$ cat config.mk
export PLATFORM = sky130hd
export DESIGN_NAME = mul_div_hilo
export DESIGN_NICKNAME = d
export VERILOG_FILES = /design/src/rtl/cpu_defs.sv /design/src/rtl/div_iter.sv /design/src/rtl/mul_div_hilo.sv
export SDC_FILE = /design/constraint.sdc
export NUM_CORES = 2
export LEC_CHECK = 0
export BUFFER_PORTS_ARGS = -buffer_cell sky130_fd_sc_hd__buf_2
export CAP_MARGIN = 5
export CORE_AREA = 2 2 585 296
export CTS_BUF_LIST = sky130_fd_sc_hd__clkbuf_8
export DETAILED_ROUTE_END_ITERATION = 6
export DIE_AREA = 0 0 587 298
export PLACE_DENSITY = 0.58
export SLEW_MARGIN = 0
export SYNTH_ARGS = -nofsm -noshare
export SYNTH_HDL_FRONTEND = slang
export SYNTH_SLANG_ARGS = --single-unit
$ cat constraint.sdc
create_clock -name clk -period 18.04 [get_ports clk]
set_input_delay 3.608 -clock clk [delete_from_list [all_inputs] [get_ports clk]]
set_output_delay 3.608 -clock clk [all_outputs]
set_load 0.01 [all_outputs]
$ cat src/rtl/cpu_defs.sv
// Shared definitions for the execute-stage HI/LO unit: HI/LO source encodings,
// divider iteration count and the controller state type.
package cpu_defs;

    localparam logic [1:0] HILO_SRC_MUL  = 2'b00;
    localparam logic [1:0] HILO_SRC_DIV  = 2'b01;
    localparam logic [1:0] HILO_SRC_REG  = 2'b10;
    localparam logic [1:0] HILO_SRC_NONE = 2'b11;

    localparam int DIV_ITERS = 32;

    typedef enum logic [1:0] {
        IDLE = 2'd0,
        MUL  = 2'd1,
        DIV  = 2'd2
    } state_e;

endpackage

$ cat src/rtl/div_iter.sv
// Unsigned 32-bit radix-2 restoring divider. The first quotient bit is resolved
// on the start edge, so the result is ready while done is high (iteration 31).
module div_iter
    import cpu_defs::*;
(
    input  logic        clk,
    input  logic        resetn,
    input  logic        start,
    input  logic [31:0] dividend,
    input  logic [31:0] divisor,
    output logic [31:0] quotient,
    output logic [31:0] remainder,
    output logic        done
);

    logic        run_q, run_d;
    logic [5:0]  cnt_q, cnt_d;
    logic [31:0] rem_q, rem_d;
    logic [31:0] quo_q, quo_d;
    logic [31:0] dvs_q, dvs_d;
    logic [63:0] nxt;

    // One restoring step: shift the next dividend bit into the partial remainder.
    function automatic logic [63:0] step(input logic [31:0] r, input logic [31:0] q,
                                         input logic [31:0] d);
        logic [32:0] t;
        t = {r, q[31]};
        if (t >= {1'b0, d})
            return {t[31:0] - d, q[30:0], 1'b1};
        else
            return {t[31:0], q[30:0], 1'b0};
    endfunction

    assign done      = run_q && (cnt_q == 6'(DIV_ITERS - 1));
    assign quotient  = quo_q;
    assign remainder = rem_q;

    always_comb begin
        run_d = run_q;
        cnt_d = cnt_q;
        rem_d = rem_q;
        quo_d = quo_q;
        dvs_d = dvs_q;
        nxt   = '0;
        if (start) begin
            nxt   = step(32'd0, dividend, divisor);
            rem_d = nxt[63:32];
            quo_d = nxt[31:0];
            dvs_d = divisor;
            run_d = 1'b1;
            cnt_d = '0;
        end else if (run_q) begin
            if (done) begin
                run_d = 1'b0;
                cnt_d = '0;
            end else begin
                nxt   = step(rem_q, quo_q, dvs_q);
                rem_d = nxt[63:32];
                quo_d = nxt[31:0];
                cnt_d = cnt_q + 6'd1;
            end
        end
    end

    always_ff @(posedge clk) begin
        if (!resetn) begin
            run_q <= 1'b0;
            cnt_q <= '0;
        end else begin
            run_q <= run_d;
            cnt_q <= cnt_d;
        end
        rem_q <= rem_d;
        quo_q <= quo_d;
        dvs_q <= dvs_d;
    end

endmodule

$ cat src/rtl/mul_div_hilo.sv
// Execute-stage HI/LO unit: single-cycle multiply, 32-cycle divide, MTHI/MTLO,
// and the architectural HI/LO registers with a stall indication.
module mul_div_hilo
    import cpu_defs::*;
#(
    parameter int WIDTH = 32
) (
    input  logic             clk,
    input  logic             resetn,
    input  logic             op_valid,
    input  logic             mul,
    input  logic             div,
    input  logic             mul_signed,
    input  logic             div_signed,
    input  logic             HI_write,
    input  logic             LO_write,
    input  logic [1:0]       HI_MemtoReg,
    input  logic [1:0]       LO_MemtoReg,
    input  logic [WIDTH-1:0] src_a,
    input  logic [WIDTH-1:0] src_b,
    output logic             busy,
    output logic [WIDTH-1:0] hi,
    output logic [WIDTH-1:0] lo
);

    state_e             state_q, state_d;
    logic [WIDTH-1:0]   hi_q, hi_d, lo_q, lo_d;
    logic               issue;
    logic               hiw_q, low_q, negq_q, negr_q;
    logic [1:0]         hi_src_q, lo_src_q;
    logic [WIDTH-1:0]   a_q;
    logic [2*WIDTH-1:0] prod_q;
    logic signed [2*WIDTH-1:0] ma, mb, prod;
    logic [WIDTH-1:0]   abs_a, abs_b, dq, dr, q_fix, r_fix;
    logic               div_done;

    function automatic logic [WIDTH-1:0] hilo_sel(input logic [1:0] src,
            input logic [WIDTH-1:0] cur, input logic [WIDTH-1:0] m,
            input logic [WIDTH-1:0] d, input logic [WIDTH-1:0] r);
        case (src)
            HILO_SRC_MUL: return m;
            HILO_SRC_DIV: return d;
            HILO_SRC_REG: return r;
            default:      return cur;
        endcase
    endfunction

    assign issue = op_valid && (state_q == IDLE) && (mul || div);
    assign busy  = (state_q != IDLE);
    assign hi    = hi_q;
    assign lo    = lo_q;

    // Extending straight to 64 bits gives the same low 64 product bits as 33-bit extension.
    assign ma   = mul_signed ? {{WIDTH{src_a[WIDTH-1]}}, src_a} : {{WIDTH{1'b0}}, src_a};
    assign mb   = mul_signed ? {{WIDTH{src_b[WIDTH-1]}}, src_b} : {{WIDTH{1'b0}}, src_b};
    assign prod = ma * mb;

    assign abs_a = (div_signed && src_a[WIDTH-1]) ? -src_a : src_a;
    assign abs_b = (div_signed && src_b[WIDTH-1]) ? -src_b : src_b;
    assign q_fix = negq_q ? -dq : dq;
    assign r_fix = negr_q ? -dr : dr;

    div_iter u_div (
        .clk      (clk),
        .resetn   (resetn),
        .start    (issue && div),
        .dividend (abs_a),
        .divisor  (abs_b),
        .quotient (dq),
        .remainder(dr),
        .done     (div_done)
    );

    always_comb begin
        state_d = state_q;
        hi_d    = hi_q;
        lo_d    = lo_q;
        case (state_q)
            IDLE: begin
                if (op_valid) begin
                    if (div) begin
                        state_d = DIV;
                    end else if (mul) begin
                        state_d = MUL;
                    end else begin
                        if (HI_write && HI_MemtoReg == HILO_SRC_REG) hi_d = src_a;
                        if (LO_write && LO_MemtoReg == HILO_SRC_REG) lo_d = src_a;
                    end
                end
            end
            MUL: begin
                state_d = IDLE;
                if (hiw_q) hi_d = hilo_sel(hi_src_q, hi_q, prod_q[2*WIDTH-1:WIDTH], r_fix, a_q);
                if (low_q) lo_d = hilo_sel(lo_src_q, lo_q, prod_q[WIDTH-1:0], q_fix, a_q);
            end
            DIV: begin
                if (div_done) begin
                    state_d = IDLE;
                    if (hiw_q) hi_d = hilo_sel(hi_src_q, hi_q, prod_q[2*WIDTH-1:WIDTH], r_fix, a_q);
                    if (low_q) lo_d = hilo_sel(lo_src_q, lo_q, prod_q[WIDTH-1:0], q_fix, a_q);
                end
            end
            default: state_d = IDLE;
        endcase
    end

    always_ff @(posedge clk) begin
        if (!resetn) begin
            state_q <= IDLE;
            hi_q    <= '0;
            lo_q    <= '0;
        end else begin
            state_q <= state_d;
            hi_q    <= hi_d;
            lo_q    <= lo_d;
        end
        if (issue) begin
            hiw_q    <= HI_write;
            low_q    <= LO_write;
            hi_src_q <= HI_MemtoReg;
            lo_src_q <= LO_MemtoReg;
            a_q      <= src_a;
            prod_q   <= prod;
            negq_q   <= div_signed && (src_a[WIDTH-1] ^ src_b[WIDTH-1]);
            negr_q   <= div_signed && src_a[WIDTH-1];
        end
    end

endmodule

* Word-level counts from Yosys, hierarchy flattened
Index checks and enable logic that the tools add are counted.
** Storage, ports and cells
- Bits in registers :: 273
- Output and inout bits :: 65
- Logic and storage cells :: 105
** Cells by class
- Add/subtract/negate cells :: 7
- $mul :: 1
- $lt $le $gt $ge :: 2
- Equality and inequality tests :: 17
- Mux-type cells :: 39
- Bitwise operators :: 2
- Reduce and logical (&&, ||, !) cells :: 21
** Operators by type and width (number)
- 32-bit 2-to-1 mux :: 22
- 32-bit one-hot mux with 3 select lines :: 4
- 64-bit 2-to-1 mux :: 4
- 32-bit negator :: 4
- 64-bit by 64-bit multiplier with 64-bit output :: 1
- 33-bit by 32-bit greater-or-equal comparator with 1-bit output :: 1
- 1-bit by 32-bit greater-or-equal comparator with 1-bit output :: 1
- 1-bit by 32-bit subtractor with 32-bit output :: 1
- 32-bit subtractor :: 1
- 6-bit AND reduction :: 2
- 2-bit == test, second input constant :: 5
- 1-bit logical AND :: 9
- 2-bit 2-to-1 mux :: 4
- 2-bit inequality test, second input constant :: 4
- 6-bit by 1-bit adder with 6-bit output, second input constant :: 1
- 2-bit by 1-bit == test with 1-bit output, second input constant :: 3
- 6-bit by 5-bit == test with 1-bit output, second input constant :: 1
- 2-bit logical NOT :: 3
- 6-bit 2-to-1 mux :: 1
- 2-bit by 1-bit inequality test with 1-bit output, second input constant :: 3
- 2-bit one-hot mux with 2 select lines :: 1
- 2-bit nonzero test :: 2
- 1-bit 2-to-1 mux :: 3
- 3-bit inequality test, second input constant :: 1
- 7 further kinds :: 7

* Logic depth before layout (Yosys ltp)
- Depth in word-level cells :: 7
- Gate-level depth with buffers :: 35
- Depth with buffers taken out :: 32

* Cells and area by module
From an unflattened synthesis, not the netlist that was laid out.
** Unflattened totals
- Cell total of the unflattened synthesis :: 6775
- Area, all modules :: 64282.9 sq um
** By module, submodules not included
- mul_div_hilo :: instances 1, cells an instance 6204, area each 58104.5 sq um, sequential area each 4444.3 sq um
- div_iter :: instances 1, cells an instance 571, area each 6178.4 sq um, sequential area each 3022.9 sq um

* Worst setup path after synthesis
OpenSTA, ideal clock, no wires.
- Path kind :: input to register
- Start point :: input mul_signed
- End point :: register prod_q[62], data pin
- Setup time :: 0.264 ns
- Data arrival time :: 12.062 ns
- Setup slack :: 5.714 ns
- Cell stages on the path :: 29
- Buffers on the path :: 3
- Cells stage by stage :: and2_1 -> clkbuf_1 -> clkbuf_1 -> nand2_1 -> inv_1 -> fa_1 -> inv_1 -> fa_1 -> inv_1 -> fa_1 -> inv_1 -> fa_1 -> inv_1 -> fa_1 -> fa_1 -> fa_1 -> fa_1 -> fa_1 -> fa_1 -> ha_1 -> clkbuf_1 -> a21o_1 -> a21o_1 -> a21oi_1 -> nand2_1 -> a2bb2oi_1 -> a311o_1 -> a221oi_1 -> xnor2_1
** On the way
- Longest elaborated chain between the ends :: 2
- Elaborated cells on any way between the ends :: 3
** Ends and longest elaborated chain
- start, declared :: line mul_div_hilo.sv:13 : input logic mul_signed,
- 64-bit 2-to-1 mux (on tied branches) :: line mul_div_hilo.sv:54, mul_div_hilo.sv:55
- 64-bit by 64-bit multiplier with 64-bit output (*) :: line mul_div_hilo.sv:56 : assign prod = ma * mb;
- via prod[62] :: line mul_div_hilo.sv:33 : logic signed [2*WIDTH-1:0] ma, mb, prod;
- end signal, assigned :: line mul_div_hilo.sv:123 : prod_q <= prod;
- end, declared :: line mul_div_hilo.sv:32 : logic [2*WIDTH-1:0] prod_q;
The timed path passes the listed nets; every way through them passes the cells marked *.
A chain may end at the register's enable or synchronous reset.

* Worst setup path in the final report
- Start point :: input src_a[31]
- End point :: register prod_q[63], data pin
** On the way
- Longest elaborated chain between the ends :: 2
** Ends and longest elaborated chain
- start, declared :: line mul_div_hilo.sv:19 : input logic [WIDTH-1:0] src_a,
- 64-bit 2-to-1 mux :: line mul_div_hilo.sv:54 : assign ma = mul_signed ? {{WIDTH{src_a[WIDTH-1]}}, src_a} : {{WIDTH{1'b0}}, src_a};
- 64-bit by 64-bit multiplier with 64-bit output :: line mul_div_hilo.sv:56
- via prod[63] :: line mul_div_hilo.sv:33
The timed path passes the listed nets, and every way through them passes these cells.

==> results_dict.tcl <==
set metrics [dict create \
    status "finished, violations left" \
    violations "design-rule violations" \
    dp_hpwl_um 159000 \
    overflow 0 \
    yosys_register_bits 273 \
    path_clk_slew_ns 0.06 \
    ys_seq_area_share_pct 11.6 \
    core_um2 169000 \
    die-area_um2 175000 \
    final_antenna_net_count 0 \
    fmax_mhz 73.3 \
    rrSetupSlack_ns 13.54 \
    drive_above_1_share_pct 4.91 \
    io_pins 142 \
    relSlewSlack_pct 24.9 \
    finalHoldViolations 0 \
    clk_path_buf_depth 3 \
    tightest_slew_ns 1.13 \
    grt_pass1_wl_um 308000 \
    startpoint "src_a[31]" \
    drtPass1Iterations 7 \
    r2r-end "u_div.quotient[0]" \
    clk_latency_ns 0.63 \
    endpoint_kind "flip-flop" \
    htree_levels 2 \
    cts_tree "built" \
    synth.top_cell.area_share_pct 44.4 \
    syn_area_per_cell_um2 9.43 \
    period_share_pct 75.6 \
    syn2layout_area_growth_pct 5.91 \
    drc_errors 1 \
    row_count 107 \
    setup_viol 0 \
    start_util_pct 37.8 \
    slowest_stage "and2_1" \
    track_usage_pct 23.0 \
    crit_required_ns 18.39 \
    holdWs_ns 0.504 \
    yosys_warnings 0 \
    min_period_ns 13.64 \
    async_flop_share_pct 0 \
    gp_congestion 0.944 \
    yosys-top-cells-area "fa_1, edfxtp_1, inv_1" \
    synthesis.area_um2 64100 \
    crit_type "primary input to flip-flop" \
    min_path_type "flip-flop to flip-flop" \
    wirelength_um 198000 \
    post_cts_buffers 0 \
    die_x_um 587 \
    synth_nets 8696 \
    grt_max_degree 77 \
    slew_violations 0 \
    arrival_ns 13.99 \
    synth-main-ff-cell "edfxtp_1" \
    synth_cell_types 81 \
    final_cell_mix "inv_1, fa_1, nand2_1" \
    finalSetupTns_ns 0 \
    synth_cells 6800 \
    cts.sinks 273 \
    nets 8581 \
    critPathLaunchType "primary input" \
    cts_resized 0 \
    clock-root-buffer "clkbuf_8" \
    r2r-start "u_div.remainder[0]" \
    grt_setup_unrepaired "no" \
    crit_top_cell "fa_1" \
    drtIter0Drc 4291 \
    synth_largest_area_cell "fa_1" \
    synth-edff-count 200 \
    postCtsHoldBufs 0 \
    via_per_inst 5.20 \
    cts_buffers 45 \
    die_y_um 298 \
    portBuffers 141 \
    layout.cells.most_common "inv_1" \
    vias 46800 \
    cpPeakStageDelay_ns 0.98 \
    antenna_found_initial 10 \
    crit_end "prod_q[63]" \
    routedWlPerCell_um 22.0 \
    path_max_fanout 46 \
    cap_violations 0 \
    rr_worst_depth 11 \
    skew_ns 0.0477 \
    grt_pass1_vias 49400 \
]
cell type report:
type	count	area [um2]
fill	17000	102000
multi-input combinational	4590	49500
sequential	273	7470
inverter	1557	5840
tap	2289	2860
timing repair buffer	218	1280
clock buffer	51	702
clock inverter	31	320
antenna	1	2.50
how the worst min path moves through the flow:
stage | cells after the start | end | startpoint
after detailed placement | 1 | lo[0] | lo[0]
after CTS | 1 | lo[0] | lo[0]
after global placement | 1 | lo[0] | lo[0]
after floorplan | 2 | state_q[0] | state_q[0]
after global routing | 1 | lo[0] | lo[0]
final | 1 | lo[0] | lo[0]
flip-flops by register name, indices dropped and copies added (netlist names), 2 cells and up:
register / flops
prod_q: 64
a_q: 32
hi: 32
lo: 32
u_div.dvs_q: 32
u_div.quotient: 32
u_div.remainder: 32
u_div.cnt_q: 6
hi_src_q: 2
lo_src_q: 2
state_q: 2
cell families after synthesis:
| group | count (synthesis) | synth area share, % |
|---|---|---|
| DFF | 273 | 11.6 |
| muxes | 17 | 0.273 |
| adders and majority gates | 1821 | 52.2 |
| AOI/OAI and AO/OA | 757 | 7.41 |
| xor gates and xnor gates | 266 | 3.64 |
| buffers and inverters | 1937 | 11.4 |
| and+or+nand+nor | 1729 | 13.5 |
critical path, delay by kind of cell:
| family | cells | cell delay (ns) |
|---|---|---|
| AND/OR/NAND/NOR | 5 | 1.81 |
| adder cells (fa/ha/maj) | 11 | 5.97 |
| buffers and inverters | 7 | 1.16 |
| AO/OA/AOI/OAI | 6 | 1.32 |
| XOR/XNOR | 1 | 0.08 |
routing by layer:
layer	part of all wire, %	vias up	track usage [%]
li1	-	20400	-
met1	44	24500	32.7
met2	46	1736	37.8
met3	7.7	238	3.12
met4	2.3	0	4.51
met5	0	-	0
Yosys cell counts (6+ instances only):
library cell,number
a21o_1,44
a21oi_1,165
a221oi_1,8
a22oi_1,41
a31o_2,8
a31oi_1,63
and2_1,614
and3_1,24
buf_1,30
buf_2,7
clkbuf_1,341
dfxtp_1,73
edfxtp_1,200
fa_1,1422
ha_1,397
inv_1,1553
mux2i_1,13
nand2_1,710
nand2b_1,17
nand3_1,36
nand4_1,26
nor2_1,150
nor2b_1,25
nor3_1,49
nor4_1,18
o211ai_1,58
o21a_1,17
o21ai_0,220
o21bai_1,14
o22ai_1,8
o31ai_1,33
o41ai_1,18
or2_2,6
or3_1,16
or4_1,14
xnor2_1,182
xor2_1,83
through the flow:
| step | instance area (um2) | worst slack, ns | cells | util, % |
|---|---|---|---|---|
| final | 67900 | 4.40 | 9010 | 40.1 |
| after global routing | 67900 | 3.62 | 9009 | 40.1 |
| after global placement | 66900 | 3.78 | 8927 | 39.5 |
| after floorplan | 64100 | 5.71 | 6800 | - |
| after CTS | 67900 | 4.34 | 9009 | 40.1 |
| after detailed placement | 66900 | 3.74 | 8927 | 39.5 |
Power is left out: the tool's default activity adds up to more than one toggle a clock period on the data nets, which glitch-free logic cannot reach.
